--- config.mk ---
export PLATFORM = sky130hd
export DESIGN_NAME = nw_stream_aligner_flat
export DESIGN_NICKNAME = d
export VERILOG_FILES = /design/src/rtl/nw_pkg.sv /design/src/rtl/nw_stream_aligner_if.sv /design/src/rtl/nw_score_pe.sv /design/src/rtl/nw_stream_aligner.sv /design/src/flat_wrapper.sv
export SDC_FILE = /design/constraint.sdc
export NUM_CORES = 1
export LEC_CHECK = 0
export BUFFER_PORTS_ARGS = -buffer_cell sky130_fd_sc_hd__buf_2
export CORE_ASPECT_RATIO = 0.8
export CORE_MARGIN = 8
export CORE_UTILIZATION = 50
export CTS_BUF_LIST = sky130_fd_sc_hd__clkbuf_8
export CTS_CLUSTER_SIZE = 12
export DETAILED_ROUTE_END_ITERATION = 12
export PLACE_DENSITY_LB_ADDON = 0.05
export SETUP_SLACK_MARGIN = 0.3
export SLEW_MARGIN = 0
export SYNTH_ARGS = -nofsm -noshare
export SYNTH_HDL_FRONTEND = slang
export SYNTH_SLANG_ARGS = --single-unit
--- constraint.sdc ---
create_clock -name clk -period 19.2 [get_ports clk]
set_input_delay 1.92 -clock clk [delete_from_list [all_inputs] [get_ports clk]]
set_output_delay 1.92 -clock clk [all_outputs]
set_load 0.02 [all_outputs]
--- src/rtl/nw_pkg.sv ---
// Shared encodings for the Needleman-Wunsch stream aligner: FSM states,
// traceback op codes and the per-cell direction code.
package nw_pkg;

  typedef enum logic [2:0] {
    IDLE,
    INIT,
    FILL,
    TRACE,
    FIN
  } state_t;

  typedef enum logic [1:0] {
    OP_MATCH    = 2'd0,
    OP_MISMATCH = 2'd1,
    OP_UP       = 2'd2,
    OP_LEFT     = 2'd3
  } op_t;

  typedef enum logic [1:0] {
    DIR_DIAG = 2'd0,
    DIR_UP   = 2'd1,
    DIR_LEFT = 2'd2
  } dir_t;

endpackage

--- src/rtl/nw_stream_aligner_if.sv ---
// Job request / result / traceback-op bundle of the aligner.
// The master drives requests and op_ready; the slave is the aligner.
interface nw_stream_aligner_if #(
  parameter int LEN1_MAX = 8,
  parameter int LEN2_MAX = 8,
  parameter int CWIDTH   = 2,
  parameter int SWIDTH   = 16
);
  localparam int L1W = $clog2(LEN1_MAX + 1);
  localparam int L2W = $clog2(LEN2_MAX + 1);

  logic                       start;
  logic [LEN1_MAX*CWIDTH-1:0] s1;
  logic [LEN2_MAX*CWIDTH-1:0] s2;
  logic [L1W-1:0]             len1;
  logic [L2W-1:0]             len2;
  logic                       busy;
  logic [SWIDTH-1:0]          score;
  logic                       score_valid;
  logic [1:0]                 op;
  logic                       op_valid;
  logic                       op_ready;
  logic                       op_last;
  logic                       done;
  logic                       err;

  modport master (
    output start, s1, s2, len1, len2, op_ready,
    input  busy, score, score_valid, op, op_valid, op_last, done, err
  );

  modport slave (
    input  start, s1, s2, len1, len2, op_ready,
    output busy, score, score_valid, op, op_valid, op_last, done, err
  );
endinterface

--- src/rtl/nw_score_pe.sv ---
// One cell of the alignment recurrence: 3-way max with ties resolved
// diagonal first, then up, then left.
module nw_score_pe import nw_pkg::*; #(
  parameter int SWIDTH   = 16,
  parameter int MATCH    = 1,
  parameter int MISMATCH = -1,
  parameter int INDEL    = -1
) (
  input  logic signed [SWIDTH-1:0] h_diag,
  input  logic signed [SWIDTH-1:0] h_up,
  input  logic signed [SWIDTH-1:0] h_left,
  input  logic                     is_match,
  output logic signed [SWIDTH-1:0] h,
  output dir_t                     dir
);
  localparam logic signed [SWIDTH-1:0] W_MATCH    = SWIDTH'(MATCH);
  localparam logic signed [SWIDTH-1:0] W_MISMATCH = SWIDTH'(MISMATCH);
  localparam logic signed [SWIDTH-1:0] W_INDEL    = SWIDTH'(INDEL);

  logic signed [SWIDTH-1:0] cand_diag, cand_up, cand_left;

  always_comb begin
    cand_diag = h_diag + (is_match ? W_MATCH : W_MISMATCH);
    cand_up   = h_up + W_INDEL;
    cand_left = h_left + W_INDEL;
    if (cand_diag >= cand_up && cand_diag >= cand_left) begin
      h   = cand_diag;
      dir = DIR_DIAG;
    end else if (cand_up >= cand_left) begin
      h   = cand_up;
      dir = DIR_UP;
    end else begin
      h   = cand_left;
      dir = DIR_LEFT;
    end
  end
endmodule

--- src/rtl/nw_stream_aligner.sv ---
// Global alignment engine: fills the score matrix one cell per cycle using a
// single row buffer, then streams the traceback ops end-to-start.
module nw_stream_aligner import nw_pkg::*; #(
  parameter int LEN1_MAX = 8,
  parameter int LEN2_MAX = 8,
  parameter int CWIDTH   = 2,
  parameter int SWIDTH   = 16,
  parameter int MATCH    = 1,
  parameter int MISMATCH = -1,
  parameter int INDEL    = -1
) (
  input logic               clk,
  input logic               reset,
  nw_stream_aligner_if.slave bus
);
  localparam int L1W   = $clog2(LEN1_MAX + 1);
  localparam int L2W   = $clog2(LEN2_MAX + 1);
  localparam int CELLS = LEN1_MAX * LEN2_MAX;
  localparam int IW    = (CELLS > 1) ? $clog2(CELLS) : 1;
  localparam int B1W   = (LEN1_MAX * CWIDTH > 1) ? $clog2(LEN1_MAX * CWIDTH) : 1;
  localparam int B2W   = (LEN2_MAX * CWIDTH > 1) ? $clog2(LEN2_MAX * CWIDTH) : 1;
  localparam logic signed [SWIDTH-1:0] W_INDEL = SWIDTH'(INDEL);

  state_t                     state;
  logic [LEN1_MAX*CWIDTH-1:0] s1_q;
  logic [LEN2_MAX*CWIDTH-1:0] s2_q;
  logic [L1W-1:0]             len1_q, i;
  logic [L2W-1:0]             len2_q, j;
  logic signed [SWIDTH-1:0]   diag_q, left_q, rowb_q;
  logic signed [SWIDTH-1:0]   rowbuf [0:LEN2_MAX];
  dir_t                       dir_mem [CELLS];

  logic                       busy_q, score_valid_q, op_valid_q, op_last_q, done_q, err_q;
  logic signed [SWIDTH-1:0]   score_q;
  op_t                        op_q;

  int                         im1, jm1;
  logic [IW-1:0]              cell_idx;
  logic [B1W-1:0]             c1_base;
  logic [B2W-1:0]             c2_base;
  logic                       is_match;
  logic signed [SWIDTH-1:0]   pe_h;
  dir_t                       pe_dir;
  op_t                        tr_op;
  logic [L1W-1:0]             tr_i;
  logic [L2W-1:0]             tr_j;
  logic                       tr_last;

  // (i, j) is the fill cursor in FILL and the traceback position in TRACE.
  always_comb begin
    im1      = (i == '0) ? 0 : int'(i) - 1;
    jm1      = (j == '0) ? 0 : int'(j) - 1;
    cell_idx = IW'(im1 * LEN2_MAX + jm1);
    c1_base  = B1W'(im1 * CWIDTH);
    c2_base  = B2W'(jm1 * CWIDTH);
    is_match = (s1_q[c1_base +: CWIDTH] == s2_q[c2_base +: CWIDTH]);
  end

  nw_score_pe #(
    .SWIDTH  (SWIDTH),
    .MATCH   (MATCH),
    .MISMATCH(MISMATCH),
    .INDEL   (INDEL)
  ) u_pe (
    .h_diag  (diag_q),
    .h_up    (rowbuf[j]),
    .h_left  (left_q),
    .is_match(is_match),
    .h       (pe_h),
    .dir     (pe_dir)
  );

  always_comb begin
    tr_op = OP_LEFT;
    tr_i  = i;
    tr_j  = j;
    if (i == '0) begin
      tr_op = OP_LEFT;
      tr_j  = j - L2W'(1);
    end else if (j == '0) begin
      tr_op = OP_UP;
      tr_i  = i - L1W'(1);
    end else begin
      unique case (dir_mem[cell_idx])
        DIR_DIAG: begin
          tr_op = is_match ? OP_MATCH : OP_MISMATCH;
          tr_i  = i - L1W'(1);
          tr_j  = j - L2W'(1);
        end
        DIR_UP: begin
          tr_op = OP_UP;
          tr_i  = i - L1W'(1);
        end
        default: begin
          tr_op = OP_LEFT;
          tr_j  = j - L2W'(1);
        end
      endcase
    end
    tr_last = (tr_i == '0) && (tr_j == '0);
  end

  always_ff @(posedge clk) begin
    if (reset) begin
      state         <= IDLE;
      busy_q        <= 1'b0;
      score_q       <= '0;
      score_valid_q <= 1'b0;
      op_q          <= OP_MATCH;
      op_valid_q    <= 1'b0;
      op_last_q     <= 1'b0;
      done_q        <= 1'b0;
      err_q         <= 1'b0;
      i             <= '0;
      j             <= '0;
    end else begin
      score_valid_q <= 1'b0;
      done_q        <= 1'b0;
      err_q         <= 1'b0;
      unique case (state)
        IDLE: begin
          if (bus.start) begin
            if (bus.len1 > L1W'(LEN1_MAX) || bus.len2 > L2W'(LEN2_MAX)) begin
              err_q <= 1'b1;
            end else begin
              s1_q   <= bus.s1;
              s2_q   <= bus.s2;
              len1_q <= bus.len1;
              len2_q <= bus.len2;
              busy_q <= 1'b1;
              state  <= INIT;
            end
          end
        end
        INIT: begin
          for (int unsigned k = 0; k < LEN2_MAX + 1; k++) begin
            rowbuf[L2W'(k)] <= SWIDTH'(int'(k) * INDEL);
          end
          diag_q <= '0;
          left_q <= W_INDEL;
          rowb_q <= W_INDEL;
          if (len1_q != '0 && len2_q != '0) begin
            i     <= L1W'(1);
            j     <= L2W'(1);
            state <= FILL;
          end else begin
            i             <= len1_q;
            j             <= len2_q;
            score_q       <= SWIDTH'((int'(len1_q) + int'(len2_q)) * INDEL);
            score_valid_q <= 1'b1;
            state         <= TRACE;
          end
        end
        FILL: begin
          dir_mem[cell_idx] <= pe_dir;
          rowbuf[j]         <= pe_h;
          if (j == len2_q) begin
            if (i == len1_q) begin
              // cursor stays on (len1, len2), which is where traceback begins
              score_q       <= pe_h;
              score_valid_q <= 1'b1;
              state         <= TRACE;
            end else begin
              i      <= i + L1W'(1);
              j      <= L2W'(1);
              diag_q <= rowb_q;
              left_q <= rowb_q + W_INDEL;
              rowb_q <= rowb_q + W_INDEL;
            end
          end else begin
            j      <= j + L2W'(1);
            diag_q <= rowbuf[j];
            left_q <= pe_h;
          end
        end
        TRACE: begin
          if (!op_valid_q || bus.op_ready) begin
            if (op_valid_q && op_last_q) begin
              op_valid_q <= 1'b0;
              op_last_q  <= 1'b0;
              state      <= FIN;
            end else if (i == '0 && j == '0) begin
              op_valid_q <= 1'b0;
              state      <= FIN;
            end else begin
              op_q       <= tr_op;
              op_last_q  <= tr_last;
              op_valid_q <= 1'b1;
              i          <= tr_i;
              j          <= tr_j;
            end
          end
        end
        FIN: begin
          done_q <= 1'b1;
          busy_q <= 1'b0;
          state  <= IDLE;
        end
        default: state <= IDLE;
      endcase
    end
  end

  assign bus.busy        = busy_q;
  assign bus.score       = score_q;
  assign bus.score_valid = score_valid_q;
  assign bus.op          = op_q;
  assign bus.op_valid    = op_valid_q;
  assign bus.op_last     = op_last_q;
  assign bus.done        = done_q;
  assign bus.err         = err_q;
endmodule

--- src/flat_wrapper.sv ---
// flat-port wrapper written by rule: the top's interface ports become plain ports
module nw_stream_aligner_flat import nw_pkg::*;
#(
  parameter int LEN1_MAX = 8,
  parameter int LEN2_MAX = 8,
  parameter int CWIDTH   = 2,
  parameter int SWIDTH   = 16,
  parameter int MATCH    = 1,
  parameter int MISMATCH = -1,
  parameter int INDEL    = -1
)
  (clk, reset, bus_start, bus_s1, bus_s2, bus_len1, bus_len2, bus_op_ready, bus_busy, bus_score, bus_score_valid, bus_op, bus_op_valid, bus_op_last, bus_done, bus_err);
  nw_stream_aligner_if #(.LEN1_MAX(LEN1_MAX), .LEN2_MAX(LEN2_MAX), .CWIDTH(CWIDTH), .SWIDTH(SWIDTH)) bus_i ();
  input logic clk;
  input logic reset;
  input wire logic [$bits(bus_i.start)-1:0] bus_start;
  input wire logic [$bits(bus_i.s1)-1:0] bus_s1;
  input wire logic [$bits(bus_i.s2)-1:0] bus_s2;
  input wire logic [$bits(bus_i.len1)-1:0] bus_len1;
  input wire logic [$bits(bus_i.len2)-1:0] bus_len2;
  input wire logic [$bits(bus_i.op_ready)-1:0] bus_op_ready;
  output wire logic [$bits(bus_i.busy)-1:0] bus_busy;
  output wire logic [$bits(bus_i.score)-1:0] bus_score;
  output wire logic [$bits(bus_i.score_valid)-1:0] bus_score_valid;
  output wire logic [$bits(bus_i.op)-1:0] bus_op;
  output wire logic [$bits(bus_i.op_valid)-1:0] bus_op_valid;
  output wire logic [$bits(bus_i.op_last)-1:0] bus_op_last;
  output wire logic [$bits(bus_i.done)-1:0] bus_done;
  output wire logic [$bits(bus_i.err)-1:0] bus_err;
  assign bus_i.start = bus_start;
  assign bus_i.s1 = bus_s1;
  assign bus_i.s2 = bus_s2;
  assign bus_i.len1 = bus_len1;
  assign bus_i.len2 = bus_len2;
  assign bus_i.op_ready = bus_op_ready;
  assign bus_busy = bus_i.busy;
  assign bus_score = bus_i.score;
  assign bus_score_valid = bus_i.score_valid;
  assign bus_op = bus_i.op;
  assign bus_op_valid = bus_i.op_valid;
  assign bus_op_last = bus_i.op_last;
  assign bus_done = bus_i.done;
  assign bus_err = bus_i.err;
  nw_stream_aligner #(.LEN1_MAX(LEN1_MAX), .LEN2_MAX(LEN2_MAX), .CWIDTH(CWIDTH), .SWIDTH(SWIDTH), .MATCH(MATCH), .MISMATCH(MISMATCH), .INDEL(INDEL)) u_core (.clk(clk), .reset(reset), .bus(bus_i));
endmodule
==> reports/metrics.yaml, run 1 <==
status: "finished, final reports clean"
drc: 0
wl_per_cell_um: 25.3
nets: 2111
path_class: "reg2reg"
synth_seq_cells: 511
antenna_found_initial: 3
setup_tns_ns: 0
multi_input_area_um2: 9200
dr.pass1.iters: 5
area_growth_pct: 10.6
cts_buffers: 83
syn_avg_cell_area_um2: 13.1
synth_area_um2: 24800
diodes: 0
insertion_delay_ns: 0.68
r2r_slack_ns: 9.16
grt_pass1_vias: 16117
ant_nets: 0
synthArstFlopShare: 0
drive_gt1_frac: 0.161
dieWidth_um: 265
rows: 73
grtUsageTotal: 0.239
fp.dieH_um: 215
required_ns: 19.51
holdBufCountCts: 0
grt_start_max_net_pins: 65
hold_path.class: "reg2reg"
regArea_um2: 15000
crit_top_cell: "a2111oi_0"
synth_edf_count: 472
final_common_cell: "edfxtp_1"
min_from: "u_core.bus.score[4]"
root_buffer: "clkbuf_8"
cp.arrival_ns: 10.34
htreeDepth: 3
relSlewSlack: 0.132
critPathBufInv: 4
yosysUniqueCellTypes: 80
ioPinCount: 68
final-max-slew-violation-count: 0
max_cap_violations: 0
worstReg2RegStart: "u_core.j[0]"
vias: 16159
fillers: 4177
reg2regPathDepth: 27
cts_sinks: 511
place.gp.congestion: 0.942
final_cell_mix: "472 x edfxtp_1, 224 x nand2_1, 159 x nor2_1"
holdPathStages: 2
port_buffers: 67
setup_viol: 0
grt_pass1_wl_um: 103000
synth_ff_type: "edfxtp_1"
fin_crit_ns: 10.04
path_clk_slew_ns: 0.07
synth_fp_nets: 2021
post-route-period-util: 0.523
post-dp-hpwl_um: 46400
cts.path.max_buffers: 3
worstMarginPinSlew_ns: 1.29
die_area_um2: 57100
initial_core_util: 0.503
cts_tree: "done"
end_kind: "register"
holdPathEnd: "u_core.bus.score[4]"
viasPerCell: 5.93
routed_wl_um: 69000
ys_seq_area_frac: 0.602
yosysWarnings: 0
post_cts_buffers: 0
cts_resized: 0
fin_skew_ns: 0.0373
postSynthCellCount: 1895
core_um2: 49400
critPathMaxFanout: 29
drt_iter0_drc: 1641
gr-total-overflow: 0
timing.rr.end: "u_core.rowbuf[10][13]"
crit_path_max_incr_delay_ns: 0.98
final-hold-violation-count: 0
cp_top_family: "compound AO/OA/AOI/OAI gates"
grt_setup_unrepaired: "false"
critPathLaunchType: "register"
crit_slowest_cell: "mux2i_1"
max_freq_mhz: 99.7
-- metrics by stage --
stage,setup WS [ns],cell area (um2),hold slack (ns),utilization,cells
2_1_floorplan,11.02,24800,0.530,-,1895
3_3_place_gp,9.73,25900,0.434,0.525,2575
3_5_place_dp,9.47,25900,0.442,0.525,2575
4_1_cts,9.45,27500,0.453,0.556,2723
5_1_grt,8.51,27500,0.479,0.556,2723
6_report,9.16,27500,0.454,0.556,2723
-- cell usage after synthesis, types with 11 or more instances --
| cell | number | area, um2 |
|---|---|---|
| a211oi_1 | 13 | 97.6 |
| nand2b_1 | 19 | 119 |
| mux4_2 | 75 | 1690 |
| nor3_1 | 27 | 135 |
| a21o_1 | 22 | 165 |
| a22oi_1 | 20 | 150 |
| inv_1 | 72 | 270 |
| nor2_1 | 162 | 608 |
| buf_2 | 16 | 80.1 |
| xnor2_1 | 44 | 385 |
| dfxtp_1 | 39 | 781 |
| or3_1 | 13 | 81.3 |
| mux2i_1 | 85 | 851 |
| o21ai_0 | 70 | 350 |
| a21oi_1 | 66 | 330 |
| nand2_1 | 224 | 841 |
| clkbuf_1 | 71 | 267 |
| nor2b_1 | 14 | 87.6 |
| and3_1 | 13 | 81.3 |
| o211ai_1 | 11 | 82.6 |
| edfxtp_1 | 472 | 14200 |
| nor4_1 | 15 | 93.8 |
| xor2_1 | 27 | 236 |
| nand4_1 | 15 | 93.8 |
| ha_1 | 79 | 988 |
| o22ai_1 | 16 | 100 |
| mux2_2 | 13 | 146 |
| nand3_1 | 24 | 120 |
| and2_1 | 12 | 75.1 |
-- worst max-delay path by stage --
stage	to	depth (start not counted)	slack (ns)	startpoint
after CTS	u_core.rowbuf[11][13]	27	9.45	u_core.j[0]
after floorplan	u_core.dir_mem[0][1]	28	11.02	u_core.j[0]
after detailed placement	u_core.rowbuf[14][13]	25	9.47	u_core.j[0]
after global placement	u_core.left_q[0]	28	9.73	u_core.j[0]
after global routing	u_core.rowbuf[13][7]	28	8.51	u_core.j[0]
final	u_core.rowbuf[10][13]	27	9.16	u_core.j[0]
-- state kept, by name, summed over array words and instances (netlist names), 16 cells and up, named ones only --
name              flops
u_core.rowbuf       256
u_core.dir_mem      128
u_core.bus.score     16
u_core.diag_q        16
u_core.left_q        16
u_core.rowb_q        16
u_core.s1_q          16
u_core.s2_q          16
-- layout make-up --
type	instances	share of cell area
clock buffers	87	0.0436
clock inverters	61	0.0123
inverters	75	0.0102
multi-input cells	1205	0.335
flip-flops and latches	511	0.545
well taps	675	0.0307
repair buffers	109	0.0237
-- worst reg2reg max path: cells and delay by family (launching register included) --
family	cells	cell delay, ns
multiplexers	2	1.16
flip-flops	1	0.80
buffers and inverters	4	1.42
AO/OA/AOI/OAI	10	3.08
adder cells (fa/ha/maj)	3	1.28
AND/OR/NAND/NOR	6	1.43
XOR/XNOR	2	0.51
-- cells by family (layout without fill, tap and decap cells) --
kind of cell,after synthesis,count (layout),synth area share
compound gates,296,296,0.0782
mux,182,182,0.117
flops,511,511,0.602
buf+inv,179,332,0.0303
xor+xnor,71,71,0.0250
other cells,1,1,0.000151
simple gates,573,573,0.105
fa+ha+maj,82,82,0.0422
-- layer usage --
| metal | GRT usage | wire length (um) |
|---|---|---|
| met5 | 0 | 12 |
| met3 | 0.0863 | 7000 |
| met2 | 0.338 | 28700 |
| met1 | 0.350 | 31900 |
| met4 | 0.0568 | 1350 |
Power of run 1 is not shown: default switching activity piles up to over one toggle a cycle in this logic, so the estimate is an artifact.
==> run 2: changes to the inputs <==
- clock period: 19.2 -> 8.2 ns (I/O delays scaled with it)
==> reports/metrics.yaml, run 2 (synthesis gave the netlist of run 1 again) <==
fin_crit_ns: 7.36  # was 10.04 ns
post-route-period-util: 0.897  # was 0.523
vias: 16285  # was 16159
final-max-slew-violation-count: 0  # unchanged
fp.dieH_um: 215  # unchanged
cp.arrival_ns: 7.75  # was 10.34 ns
critPathMaxFanout: 15  # was 29
holdBufCountCts: 0  # unchanged
min_from: "bus_s1[12]"  # was u_core.bus.score[4]
crit_path_max_incr_delay_ns: 0.51  # was 0.98 ns
max_cap_violations: 0  # unchanged
fillers: 4071  # was 4177
timing.rr.end: "u_core.rowbuf[9][5]"  # was u_core.rowbuf[10][13]
fin_skew_ns: 0.0314  # was 0.0373 ns
root_buffer: "clkbuf_8"  # unchanged
largest_reg_flops: 256  # unchanged
core_um2: 49400  # unchanged
htreeDepth: 3  # unchanged
cts_sinks: 511  # unchanged
final_cell_mix: "472 x edfxtp_1, 224 x nand2_1, 159 x nor2_1"  # unchanged
required_ns: 8.60  # was 19.51 ns
wl_per_cell_um: 24.1  # was 25.3 um
met3_length_um: 6010  # was 7000 um
drive_gt1_frac: 0.167  # was 0.161
dr.pass1.iters: 6  # was 5
relSlewSlack: 0.0792  # was 0.132
drt_iter0_drc: 1879  # was 1641
top_register: "u_core.rowbuf"  # unchanged
port_buffers: 67  # unchanged
reg2regPathDepth: 30  # was 27
worstMarginPinSlew_ns: 1.37  # was 1.29 ns
path_clk_slew_ns: 0.07  # about the same
holdPathStages: 1  # was 2
setup_tns_ns: 0  # unchanged
initial_core_util: 0.503  # unchanged
rows: 73  # unchanged
grt_setup_unrepaired: "false"  # unchanged
antenna_found_initial: 0  # was 3
die_area_um2: 57100  # unchanged
insertion_delay_ns: 0.69  # was 0.68 ns
cts.path.max_buffers: 3  # unchanged
nets: 2126  # was 2111
final-hold-violation-count: 0  # unchanged
top_regs: "u_core.rowbuf x256, u_core.dir_mem x128"  # unchanged
place.gp.congestion: 0.865  # was 0.942
post-dp-hpwl_um: 44500  # was 46400 um
critPathLaunchType: "register"  # unchanged
m1WireLength_um: 31400  # was 31900 um
grtUsageTotal: 0.230  # was 0.239
gr-total-overflow: 0  # unchanged
holdPathEnd: "u_core.s1_q[12]"  # was u_core.bus.score[4]
setup_viol: 0  # unchanged
ant_nets: 0  # unchanged
end_kind: "register"  # unchanged
finish.utilization: 0.559  # was 0.556
worstReg2RegStart: "u_core.j[1]"  # was u_core.j[0]
dieWidth_um: 265  # unchanged
cts_tree: "done"  # unchanged
path_class: "reg2reg"  # unchanged
status: "finished, final reports clean"  # unchanged
grt_pass1_wl_um: 100000  # was 103000 um
grt_pass1_vias: 16126  # was 16117
viasPerCell: 5.95  # was 5.93
final_common_cell: "edfxtp_1"  # unchanged
cts_buffers: 83  # unchanged
r2r_slack_ns: 0.84  # was 9.16 ns
ioPinCount: 68  # unchanged
crit_top_cell: "buf_4"  # was a2111oi_0
dr_wl_met2_um: 27200  # was 28700 um
hold_path.class: "in2reg"  # was reg2reg
max_freq_mhz: 136  # was 99.7 MHz
area_growth_pct: 11.2  # was 10.6%
grt_start_max_net_pins: 72  # was 65
crit_slowest_cell: "a2111oi_2"  # was mux2i_1
drc: 0  # unchanged
top_layer_used: "met4"  # was met5
routed_wl_um: 65900  # was 69000 um
[run 2: worst max-delay path by stage]
stage                           start                    end  slack (ns)  cells past startpoint
after CTS                 u_core.j[1]   u_core.rowbuf[1][12]        0.34                     29
after floorplan           u_core.j[0]   u_core.dir_mem[0][1]        0.80                     28
after global placement    u_core.j[1]   u_core.rowbuf[7][12]        0.45                     28
final                     u_core.j[1]    u_core.rowbuf[9][5]        0.84                     30
after detailed placement  u_core.j[1]   u_core.rowbuf[7][12]        0.38                     28
after global routing      u_core.i[0]  u_core.rowbuf[10][10]        0.33                     30
[run 2: worst max-delay path: cells and delay by family (launching register included)]
kind,cells,cell delay (ns)
compound gates,13,2.97
buf+inv,7,1.42
fa+ha+maj,3,0.84
simple gates,3,0.53
mux,2,0.48
flops,1,0.44
xor+xnor,2,0.36
[run 2: what timing repair did]
item,4_1_cts,5_1_grt
gates resized for setup,0,9
endpoints found under the setup margin,0,416
setup buffers,0,0
[run 2: layout make-up]
class                           instances  area (um2)  area share
Sequential cell                       511       15000       0.542
Clock inverter                         62         302      0.0109
Clock buffer                           84        1160      0.0419
Inverter                               75         282      0.0102
Timing Repair Buffer                  124         830      0.0300
Multi-Input combinational cell       1205        9230       0.334
Tap cell                              675         845      0.0306
Antenna cell                            1        2.50   0.0000906
[run 2: metrics by stage]
stage	setup WS [ns]	cells	hold slack, ns	cell area [um2]
finish	0.845	2737	0.323	27600
detailed placement	0.377	2590	0.450	26100
global route	0.332	2736	0.279	27600
CTS	0.339	2736	0.268	27600
global placement	0.446	2590	0.440	26100
floorplan	0.798	1895	0.530	24800
[run 2: layer usage]
| metal | global-route usage | up-vias |
|---|---|---|
| li1 | - | 7385 |
| met1 | 0.355 | 8113 |
| met2 | 0.317 | 686 |
| met3 | 0.0601 | 101 |
| met4 | 0.0573 | 0 |
| met5 | 0 | - |
Power of run 2 is left out for the same reason.
